`src/rtl/wheel_emu_pkg.sv`:
```
// rtl/wheel_emu_pkg.sv - shared state type, direction codes and phase-counter width
package wheel_emu_pkg;

  typedef enum logic [2:0] {
    ST_IDLE  = 3'd0,
    ST_GAP   = 3'd1,
    ST_LEAD  = 3'd2,
    ST_BOTH  = 3'd3,
    ST_TRAIL = 3'd4
  } state_e;

  localparam logic DIR_A2B = 1'b0;
  localparam logic DIR_B2A = 1'b1;

  localparam int PHASE_W = 8;

endpackage

```
`src/rtl/wheel_phase_timer.sv`:
```
// rtl/wheel_phase_timer.sv - loadable down-counter timing one sensor phase
module wheel_phase_timer
  import wheel_emu_pkg::*;
#(
  parameter int PHASE_CYCLES = 1
) (
  input  logic clk,
  input  logic rst_n,
  input  logic load,
  input  logic run,
  output logic expire
);

  localparam logic [PHASE_W-1:0] RELOAD = PHASE_W'(PHASE_CYCLES - 1);
  localparam logic [PHASE_W-1:0] ONE    = PHASE_W'(1);

  logic [PHASE_W-1:0] cnt_q, cnt_d;

  always_comb begin
    cnt_d = cnt_q;
    if (load) begin
      cnt_d = RELOAD;
    end else if (cnt_q != '0) begin
      cnt_d = cnt_q - ONE;
    end
  end

  always_ff @(posedge clk or negedge rst_n) begin
    if (!rst_n) begin
      cnt_q <= '0;
    end else begin
      cnt_q <= cnt_d;
    end
  end

  assign expire = run && (cnt_q == '0);

endmodule

```
`src/rtl/wheel_sensor_emulator.sv`:
```
// rtl/wheel_sensor_emulator.sv - two-sensor axle waveform generator for one track
// Optional one-deep request queue enabled by WHEEL_EMU_QUEUE_EN.
module wheel_sensor_emulator
  import wheel_emu_pkg::*;
#(
  parameter int PHASE_CYCLES = 1,
  parameter int COUNT_W      = 4
) (
  input  logic             Clk,
  input  logic             Reset_n,
  input  logic             start,
  input  logic             dir,
  input  logic [COUNT_W:0] wheel_count,
  input  logic             abort,
  output logic             a,
  output logic             b,
  output logic             busy,
  output logic             done,
  output logic [COUNT_W:0] wheels_sent
);

  localparam logic [COUNT_W:0] SENT_ONE = (COUNT_W + 1)'(1);

  state_e           state_q, state_d;
  logic             dir_q, dir_d;
  logic [COUNT_W:0] count_q, count_d;
  logic [COUNT_W:0] sent_q, sent_d, sent_inc;
  logic             a_q, a_d, b_q, b_d, done_q, done_d;
  logic             req, expire, load;
  logic             q_valid, q_dir;
  logic [COUNT_W:0] q_count;

  assign req      = start && (wheel_count != '0);
  assign sent_inc = sent_q + SENT_ONE;
  assign busy     = (state_q != ST_IDLE);

  wheel_phase_timer #(.PHASE_CYCLES(PHASE_CYCLES)) u_timer (
    .clk   (Clk),
    .rst_n (Reset_n),
    .load  (load),
    .run   (busy),
    .expire(expire)
  );

`ifdef WHEEL_EMU_QUEUE_EN
  logic             qv_q, qv_d, qdir_q, qdir_d, q_take;
  logic [COUNT_W:0] qcnt_q, qcnt_d;

  // Queue drains either from IDLE or on the final TRAIL edge of the running train.
  assign q_take = qv_q && !abort &&
                  ((state_q == ST_IDLE) ||
                   ((state_q == ST_TRAIL) && expire && (sent_inc == count_q)));

  always_comb begin
    qv_d   = qv_q;
    qdir_d = qdir_q;
    qcnt_d = qcnt_q;
    if (abort || q_take) begin
      qv_d = 1'b0;
    end else if (busy && req && !qv_q) begin
      qv_d   = 1'b1;
      qdir_d = dir;
      qcnt_d = wheel_count;
    end
  end

  always_ff @(posedge Clk or negedge Reset_n) begin
    if (!Reset_n) begin
      qv_q   <= 1'b0;
      qdir_q <= DIR_A2B;
      qcnt_q <= '0;
    end else begin
      qv_q   <= qv_d;
      qdir_q <= qdir_d;
      qcnt_q <= qcnt_d;
    end
  end

  assign q_valid = qv_q;
  assign q_dir   = qdir_q;
  assign q_count = qcnt_q;
`else
  assign q_valid = 1'b0;
  assign q_dir   = DIR_A2B;
  assign q_count = '0;
`endif

  always_comb begin
    state_d = state_q;
    dir_d   = dir_q;
    count_d = count_q;
    sent_d  = sent_q;
    done_d  = 1'b0;
    load    = 1'b0;
    a_d     = 1'b0;
    b_d     = 1'b0;
    case (state_q)
      ST_IDLE: begin
        if (q_valid) begin
          state_d = ST_GAP;
          dir_d   = q_dir;
          count_d = q_count;
          sent_d  = '0;
          load    = 1'b1;
        end else if (req) begin
          state_d = ST_GAP;
          dir_d   = dir;
          count_d = wheel_count;
          sent_d  = '0;
          load    = 1'b1;
        end
      end
      ST_GAP:  if (expire) begin state_d = ST_LEAD;  load = 1'b1; end
      ST_LEAD: if (expire) begin state_d = ST_BOTH;  load = 1'b1; end
      ST_BOTH: if (expire) begin state_d = ST_TRAIL; load = 1'b1; end
      ST_TRAIL: begin
        if (expire) begin
          load    = 1'b1;
          sent_d  = sent_inc;
          state_d = ST_GAP;
          if (sent_inc == count_q) begin
            done_d  = 1'b1;
            state_d = ST_IDLE;
            if (q_valid) begin
              state_d = ST_GAP;
              dir_d   = q_dir;
              count_d = q_count;
              sent_d  = '0;
            end
          end
        end
      end
      default: state_d = ST_IDLE;
    endcase

    if (abort) begin
      state_d = ST_IDLE;
      dir_d   = dir_q;
      count_d = count_q;
      sent_d  = sent_q;
      done_d  = 1'b0;
    end

    // Sensor levels follow the next state so a/b come straight from flops.
    case (state_d)
      ST_LEAD:  begin a_d = (dir_d == DIR_A2B); b_d = (dir_d == DIR_B2A); end
      ST_BOTH:  begin a_d = 1'b1;               b_d = 1'b1;               end
      ST_TRAIL: begin a_d = (dir_d == DIR_B2A); b_d = (dir_d == DIR_A2B); end
      default:  begin a_d = 1'b0;               b_d = 1'b0;               end
    endcase
  end

  always_ff @(posedge Clk or negedge Reset_n) begin
    if (!Reset_n) begin
      state_q <= ST_IDLE;
      dir_q   <= DIR_A2B;
      count_q <= '0;
      sent_q  <= '0;
      a_q     <= 1'b0;
      b_q     <= 1'b0;
      done_q  <= 1'b0;
    end else begin
      state_q <= state_d;
      dir_q   <= dir_d;
      count_q <= count_d;
      sent_q  <= sent_d;
      a_q     <= a_d;
      b_q     <= b_d;
      done_q  <= done_d;
    end
  end

  assign a           = a_q;
  assign b           = b_q;
  assign done        = done_q;
  assign wheels_sent = sent_q;

endmodule

```
`config.mk`:
```
export PLATFORM = sky130hd
export DESIGN_NAME = wheel_sensor_emulator
export DESIGN_NICKNAME = d
export VERILOG_FILES = /design/src/rtl/wheel_emu_pkg.sv /design/src/rtl/wheel_phase_timer.sv /design/src/rtl/wheel_sensor_emulator.sv
export SDC_FILE = /design/constraint.sdc
export NUM_CORES = 1
export LEC_CHECK = 0
export BUFFER_PORTS_ARGS = -buffer_cell sky130_fd_sc_hd__buf_2
export CAP_MARGIN = 20
export CELL_PAD_IN_SITES_DETAIL_PLACEMENT = 1
export CELL_PAD_IN_SITES_GLOBAL_PLACEMENT = 2
export CORE_AREA = 5 5 71 73
export CTS_BUF_LIST = sky130_fd_sc_hd__clkbuf_16
export CTS_CLUSTER_SIZE = 24
export DETAILED_ROUTE_END_ITERATION = 6
export DIE_AREA = 0 0 76 78
export GPL_ROUTABILITY_DRIVEN = 0
export HOLD_SLACK_MARGIN = 0.1
export PLACE_DENSITY = 0.68
export SLEW_MARGIN = 25
export SYNTH_ARGS = -nofsm -noshare
export SYNTH_HDL_FRONTEND = slang
export SYNTH_SLANG_ARGS = --single-unit
export TNS_END_PERCENT = 5
```
`constraint.sdc`:
```
create_clock -name Clk -period 2 [get_ports Clk]
set_clock_uncertainty 0.05 [all_clocks]
set_input_delay 0.2 -clock Clk [delete_from_list [all_inputs] [get_ports Clk]]
set_output_delay 0.2 -clock Clk [all_outputs]
set_load 0.02 [all_outputs]
```
# Word-level counts from Yosys, hierarchy flattened
# Index checks and enable logic that the tools add are counted.
# word_totals
regBits	25
wordCells	59
output_inout_bits	9
inputBits	10
# classes
bitwise	2
addsub	2
n_reduce_logical	12
n_eq_ne	10
mux	25
# ops
op	n
3-bit 2-to-1 mux	6
8-bit 2-to-1 mux	2
3-bit one-hot mux with 5 select lines	1
3-bit by 2-bit == test with 1-bit output, second input constant	4
1-bit 2-to-1 mux	10
5-bit 2-to-1 mux	2
5-bit one-hot mux with 2 select lines	1
8-bit zero test	1
8-bit nonzero test	1
8-bit by 1-bit subtractor with 8-bit output, second input constant	1
3-bit == test, second input constant	2
1-bit one-hot mux with 3 select lines	2
5-bit by 1-bit adder with 5-bit output, second input constant	1
5-bit == test	1
5-bit nonzero test	1
2-bit inequality test, second input constant	2
4-bit AND reduction	1
2-bit nonzero test	2
4-bit OR reduction	1
3-bit by 1-bit == test with 1-bit output, second input constant	1
3-bit zero test	1
3-bit AND reduction	1
3-bit nonzero test	1
1-bit logical AND	2
2 further kinds	3

# Logic depth before layout (Yosys ltp)
# Gate-level depths: netlist (run 1).
# depth
word_depth	8
ltp_mapped	7
depth_no_buf	7

# Modules after synthesis
# A second synthesis (run 1) with hierarchy kept.
# hier_totals
cells_unflattened	141
hier_area_um2	1461.4
# modules_own_cells
mod	cells_each	n_inst	area_per_inst_um2
wheel_sensor_emulator	93	1	984.7
wheel_phase_timer	48	1	476.7

# Worst setup path after synthesis (run 1)
# Ideal clock, no wire load.
# synth_timing
kind	flip-flop to flip-flop
from	reg u_timer.cnt_q[0]
to	reg a_q, in the netlist a
required_time_ns	1.884
arrival_ns	1.814
synth_period_minus_slack_ns	1.930
path_slack_ns	0.070
path_buffers	0
path_stages_with_launch	8
path_cell_list	dfrtp_1 > inv_1 > ha_1 > or3b_1 > or4_4 > a21oi_4 > mux2i_1 > nand2_1
# synth_between
elab_chain_cells	7
# synth_rtl
item	line_no	rtl
start: declaration	wheel_phase_timer.sv:17	logic [PHASE_W-1:0] cnt_q, cnt_d;
start signal: assignment	wheel_phase_timer.sv:32	cnt_q <= cnt_d;
8-bit zero test (*)	wheel_phase_timer.sv:36	assign expire = run && (cnt_q == '0);
1-bit logical AND (*)	wheel_phase_timer.sv:36	
3-bit 2-to-1 mux (on tied branches)	-	
3-bit one-hot mux with 5 select lines (*)	wheel_sensor_emulator.sv:97	case (state_q)
3-bit 2-to-1 mux (*)	wheel_sensor_emulator.sv:136	if (abort) begin
via state_d[2]	wheel_sensor_emulator.sv:24	state_e state_q, state_d;
3-bit == test or 3-bit by 2-bit == test with 1-bit output (tied branches)	wheel_sensor_emulator.sv:145	case (state_d)
1-bit one-hot mux with 3 select lines (*)	wheel_sensor_emulator.sv:145	
via a_d	wheel_sensor_emulator.sv:28	logic a_q, a_d, b_q, b_d, done_q, done_d;
end signal: assignment	wheel_sensor_emulator.sv:159	a_q <= 1'b0;
end signal: assignment	wheel_sensor_emulator.sv:167	a_q <= a_d;
end: declaration	wheel_sensor_emulator.sv:28	
# Mark *: on every way through the listed nets, which the timed path passes. The rest lies on a longest branch.
# A chain may end at the register's enable or synchronous reset.

# Worst setup path after layout (run 1)
# layout_timing
from	reg u_timer.cnt_q[4]
to	reg b_q, in the netlist b
# layout_between
elab_chain_cells	7
# layout_rtl
item	line_no	rtl
8-bit zero test (*)	wheel_phase_timer.sv:36	
1-bit logical AND (*)	wheel_phase_timer.sv:36	
3-bit 2-to-1 mux (on tied branches)	-	
3-bit one-hot mux with 5 select lines (*)	wheel_sensor_emulator.sv:97	
3-bit 2-to-1 mux (*)	wheel_sensor_emulator.sv:136	
via state_d[2]	wheel_sensor_emulator.sv:24	
3-bit == test or 3-bit by 2-bit == test with 1-bit output (tied branches)	wheel_sensor_emulator.sv:145	
1-bit one-hot mux with 3 select lines (*)	wheel_sensor_emulator.sv:145	
via b_d	wheel_sensor_emulator.sv:28	
end signal: assignment	wheel_sensor_emulator.sv:160	b_q <= 1'b0;
end signal: assignment	wheel_sensor_emulator.sv:168	b_q <= b_d;
end: declaration	wheel_sensor_emulator.sv:28	
# Marks and branches as above.

==> results of run 1 <==
power by group through the flow:
stage	logic (mW)	clock network (mW)	registers, mW
after detailed placement	0.887	0	0.722
after global routing	1.03	0.490	0.728
after global placement	0.855	0	0.713
after CTS	0.929	0.462	0.713
after floorplan	0.522	0	0.733
final	0.915	0.444	0.711
metal layers:
| metal | track usage (%) | wire [um] |
|---|---|---|
| met3 | 2.08 | 75 |
| met4 | 3.20 | 29 |
| met5 | 0 | 0 |
| met1 | 14.4 | 1390 |
| met2 | 21.6 | 1740 |
layout by cell type (no fill, tap or decap), types with 2 or more instances in the layout:
master	Yosys	final
nor3b_1	2	2
buf_2	0	18
nand2_1	11	11
ha_1	3	2
mux2i_1	4	3
nand3_1	9	9
nor4_1	4	4
or4_4	2	2
buf_4	0	14
xor2_1	8	8
clkbuf_16	0	3
xnor2_1	7	7
mux2_2	6	6
nor2_1	13	13
inv_1	4	3
nand4_1	2	2
nor3_1	3	3
or3_1	2	2
o21ai_1	1	2
o21ai_0	9	8
dfrtp_1	25	25
flip-flops by register name (all words and copies together), names as in the netlist:
name and flops:
dir_q 1, count_q 5, a 1, b 1, state_q 3, wheels_sent 5, u_timer.cnt_q 8, done 1
worst max path at each step:
| stage | cells past startpoint | slack, ns | startpoint | end |
|---|---|---|---|---|
| after detailed placement | 7 | -0.07 | u_timer.cnt_q[0] | b |
| after global placement | 7 | 0.06 | u_timer.cnt_q[0] | a |
| final | 5 | 0.06 | u_timer.cnt_q[4] | b |
| after floorplan | 7 | 0.07 | u_timer.cnt_q[0] | a |
| after global routing | 5 | -0.02 | u_timer.cnt_q[4] | b |
| after CTS | 5 | 0.02 | u_timer.cnt_q[2] | a |
cell type report:
type / count / share of cell area, %
multi-input cells: 97 / 40.6
flip-flops and latches: 25 / 37.5
repair buffers: 33 / 12.3
clock buffers: 3 / 4.50
well taps: 52 / 3.90
inverters: 4 / 0.900
clock inverters: 1 / 0.300
kinds of logic after synthesis:
family | share of synthesized area, %
buffers and inverters | 1.43
DFF | 47.7
muxes | 8.20
adders and majority gates | 2.86
AOI/OAI and AO/OA | 9.06
and+or+nand+nor | 20.8
xor gates and xnor gates | 10.0
per-stage QoR:
step                      hold slack (ns)  util (%)  setup WS (ns)  instance area [sq um]  instances
after floorplan                    -0.146         -         0.0705                   1310        127
after global placement              0.190      36.4         0.0584                   1560        209
after detailed placement            0.188      36.4        -0.0671                   1560        209
after CTS                           0.136      38.8         0.0196                   1660        215
after global routing                0.135      38.9        -0.0235                   1670        215
final                               0.136      38.9         0.0586                   1670        215
worst register-to-register path, stage by stage, from the launching register on:
cell	delay, ns
dfrtp_1	0.38
or4_4	0.57
or4_4	0.54
a21oi_4	0.17
mux2i_1	0.09
nand2_1	0.08
repair_timing:
item,in CTS,in global routing
pin swaps,3,2
resized for setup,3,3
cloned,0,0
endpoints found under the hold margin,25,0
setup buffers,1,0
hold buffers,1,0
setup endpoints to repair,2,10
==> run metrics, run 1 <==
critical-path cell list=or4_4 > or4_4 > a21oi_4 > mux2i_1 > nand2_1; Port Buffer Count=18; Area contributors post-synth=dfrtp_1, xor2_1, mux2_2; first-pass GRT wire length=5.82 mm; synthesized net count=140; Setup TNS Final=0 ns; I/O pin count=19; WP data required=2.14 ns; Starting Density=30.6%; HPWL after detailed placement=2.57 mm; Yosys top cell by area=dfrtp_1; Critical Path AT=2.08 ns; Multi-input gate area=678 sq um; Distinct cells, synth=30; share of cells above drive strength 1=32.5%; final hold violations=0; Die Area=5930 sq um; WL final=3.24 mm; Leak=0.779 nW; sw power=716 uW; clk_lat worst skew=0.25 ns; initial antenna violation count=0; RSZ-0062 raised after global routing=true; vias in the first global route=1229; Pwr Total=2.07 mW; fin crit period=1.94 ns; Reg2Reg Depth=5; IR drop worst, VDD=0.000502 V; Worst-Margin Slew=0.578 ns; relative slew slack=61.5%; die width=76 um; DRC=0; worst r2r src=u_timer.cnt_q[4]; area of the core=4290 sq um; Max-Cap Viols=0; Buf/Inv on CP=0; n_diodes=0; Synth-to-Final Area Change=27.2%; share of power burned in registers=34.3%; TritonCTS clock tree=built; via/cell ratio=4.87; Final setup viols=0; post-synthesis cell area=1310 sq um; fin crit share=97.1%; GRT Overall Usage=11.9%; Max FO, Critical Path=3; H-tree depth=1; largest net degree at the start of global routing=26; row cnt=24; Root Buffer Master=clkbuf_16; Worst Hold Depth=2; Post-synth top flop=dfrtp_1; post-DR wirelength/cell=15.1 um; Synth top area share=47.7%; Starting DRT DRC Count=24; outcome=complete, no violations; via count=1048; Crit Path Category=flop to flop; CP max stage delay=0.57 ns; R2R Setup Slk=0.06 ns; Post-Synthesis Cells=127; TritonRoute pass-1 iters=3; post-synthesis sequential area ratio=47.7%; fmax=515 MHz; dominant cell by count in the synthesized netlist=dfrtp_1; Post-synth EDFFs=0; Avg Cell Area, Syn=10.3 sq um; synth warn=0; Max clock buf depth=2; max-slew violations=0; CP delay by family, top=simple AND/OR/NAND/NOR gates; top post-synthesis cells by count=dfrtp_1, nor2_1, nand2_1; Worst setup SP type=flop; HP Class=input port to flop; Reg clk slew, reported paths=0.06 ns; Final nets=177; ANT nets after route=0; Worst path slowest cell=or4_4; combinational fraction of design power=44.2%; FF+latch area=626 sq um; fill count=500; PwrDens=1240 nW/um^2; sw frac=34.6%; RR Endpoint=b; hold-critical path endpoint=count_q[2]; clock sink count=25; height of the die=78 um; post-synthesis async set-or-reset flop share=100%; Clock power frac=21.4%; hold_sp=wheel_count[2]; CP dominant cell by count=or4_4; GR Overflow Total=0; CP Capture Type=flop; CTS Buf Count=3; FF+latch count, synth=25; Pint=1.35 mW
No activity file was read; power rests on OpenSTA's default activity.
==> inputs of run 2 (changes only) <==
CORE_AREA = 5 5 69 71   (was 5 5 71 73)
CTS_BUF_LIST = sky130_fd_sc_hd__clkbuf_4   (was sky130_fd_sc_hd__clkbuf_16)
DIE_AREA = 0 0 74 76   (was 0 0 76 78)
PLACE_DENSITY = 0.72   (was 0.68)
SETUP_SLACK_MARGIN = 0.1   (was unset)
==> run metrics, run 2 (synthesized netlist as in run 1, its figures left out) <==
outcome=complete, no violations; initial antenna violation count=0; Final setup viols=0; H-tree depth=1; vias in the first global route=1228; clock sink count=25; combinational fraction of design power=50.3%; DRC=0; setup ws final=0.0876 ns; placed cells=206; final instance area=1710 sq um; HPWL after detailed placement=2.39 mm; Worst path slowest cell=or4_4; n_diodes=0; clk_lat worst skew=0.32 ns; Critical Path AT=2.13 ns; area of the core=4170 sq um; fin crit period=1.91 ns; Placed Area=1540 sq um; CTS Buf Count=3; via/cell ratio=5.01; Reg clk slew, reported paths=0.14 ns; Pint=1.21 mW; final hold violations=0; Max-Cap Viols=0; HP Class=input port to flop; fin cells=222; worst hold slack=0.121 ns; largest net degree at the start of global routing=26; first-pass GRT wire length=5.65 mm; IR drop worst, VDD=0.000433 V; Pwr Total=1.94 mW; fmax=523 MHz; Top reg by flops=u_timer.cnt_q; fin crit share=95.6%; Root Buffer Master=clkbuf_4; share of power burned in registers=37.1%; most frequent cells in the layout=dfrtp_1, buf_2, buf_4; Port Buffer Count=18; Worst setup SP type=flop; post-DR wirelength/cell=14.7 um; GRT Overall Usage=12.7%; Setup TNS Final=0 ns; height of the die=76 um; CP dominant cell by count=or4_4; Max clock buf depth=2; ANT nets after route=0; relative slew slack=61.9%; Crit Path Category=flop to flop; fill count=489; TritonRoute pass-1 iters=4; sw frac=37.7%; PwrDens=1130 nW/um^2; most common cell after layout, fill and taps aside=dfrtp_1; I/O pin count=19; RSZ-0062 raised after global routing=true; Starting DRT DRC Count=21; via count=1112; sw power=733 uW; max reg flops=8; Core Util, Final=41.1%; Max FO, Critical Path=3; Clock power frac=12.6%; WL final=3.27 mm; dpl ws=0.0339 ns; row cnt=24; max-slew violations=0; critical-path cell list=or4_4 > or4_4 > a21oi_4 > mux2i_1 > nand2_1; Die Area=5620 sq um; Worst-Margin Slew=0.571 ns; Starting Density=31.4%; CP Capture Type=flop; GR Overflow Total=0; die width=74 um; CP max stage delay=0.56 ns; share of cells above drive strength 1=34.1%; Leak=0.795 nW; Synth-to-Final Area Change=30.6%; Final nets=184; TritonCTS clock tree=built; WP data required=2.22 ns
run 2: power groups by stage:
stage          combinational, mW  sequential [mW]  clock (mW)
2_1_floorplan              0.534            0.735           0
3_3_place_gp               0.818            0.730           0
3_5_place_dp               0.842            0.736           0
4_1_cts                    0.913            0.719       0.263
5_1_grt                     1.08            0.739       0.281
6_report                   0.977            0.721       0.245
run 2: metal layers:
layer / vias to the layer above / GRT usage [%] / wire length [um]
met5: - / 0 / 0
met1: 557 / 15.5 / 1430
met2: 14 / 22.3 / 1730
met3: 2 / 2.37 / 92
met4: 0 / 3.26 / 21
li1: 539 / - / -
run 2: worst max-delay path: cells and delay by family (launching register included):
kind / cells / cell delay, ns
flip-flops: 1 / 0.41
AND/OR/NAND/NOR: 3 / 1.17
AO/OA/AOI/OAI: 1 / 0.16
multiplexers: 1 / 0.09
run 2: area by class of cell:
| type | instances | area (sq um) | share of cell area (%) |
|---|---|---|---|
| clock buffer | 4 | 30.0 | 1.75 |
| inverter | 4 | 15.0 | 0.876 |
| multi-input combinational | 97 | 711 | 41.5 |
| sequential | 25 | 626 | 36.5 |
| tap | 52 | 65.1 | 3.80 |
| timing repair buffer | 40 | 268 | 15.6 |
run 2: timing repair:
item | CTS | global route
setup buffers | 5 | 2
pin swaps | 5 | 2
hold buffers | 5 | 0
endpoints found under the setup margin | 2 | 12
resized for setup | 0 | 11
cloned | 0 | 0
hold endpoints to repair | 29 | 0
run 2: path summary, 6_finish.rpt:
kind	cells past startpoint	slack (ns)	from	endpoint
setup / recovery	5	0.09	u_timer.cnt_q[2]	b
hold / removal	2	0.12	wheel_count[1]	count_q[1]
setup reg to reg	5	0.09	u_timer.cnt_q[2]	b
hold reg to reg	2	0.49	wheels_sent[4]	wheels_sent[4]
max in group asynchronous	2	1.19	Reset_n	u_timer.cnt_q[4]
min in group asynchronous	2	0.34	Reset_n	a
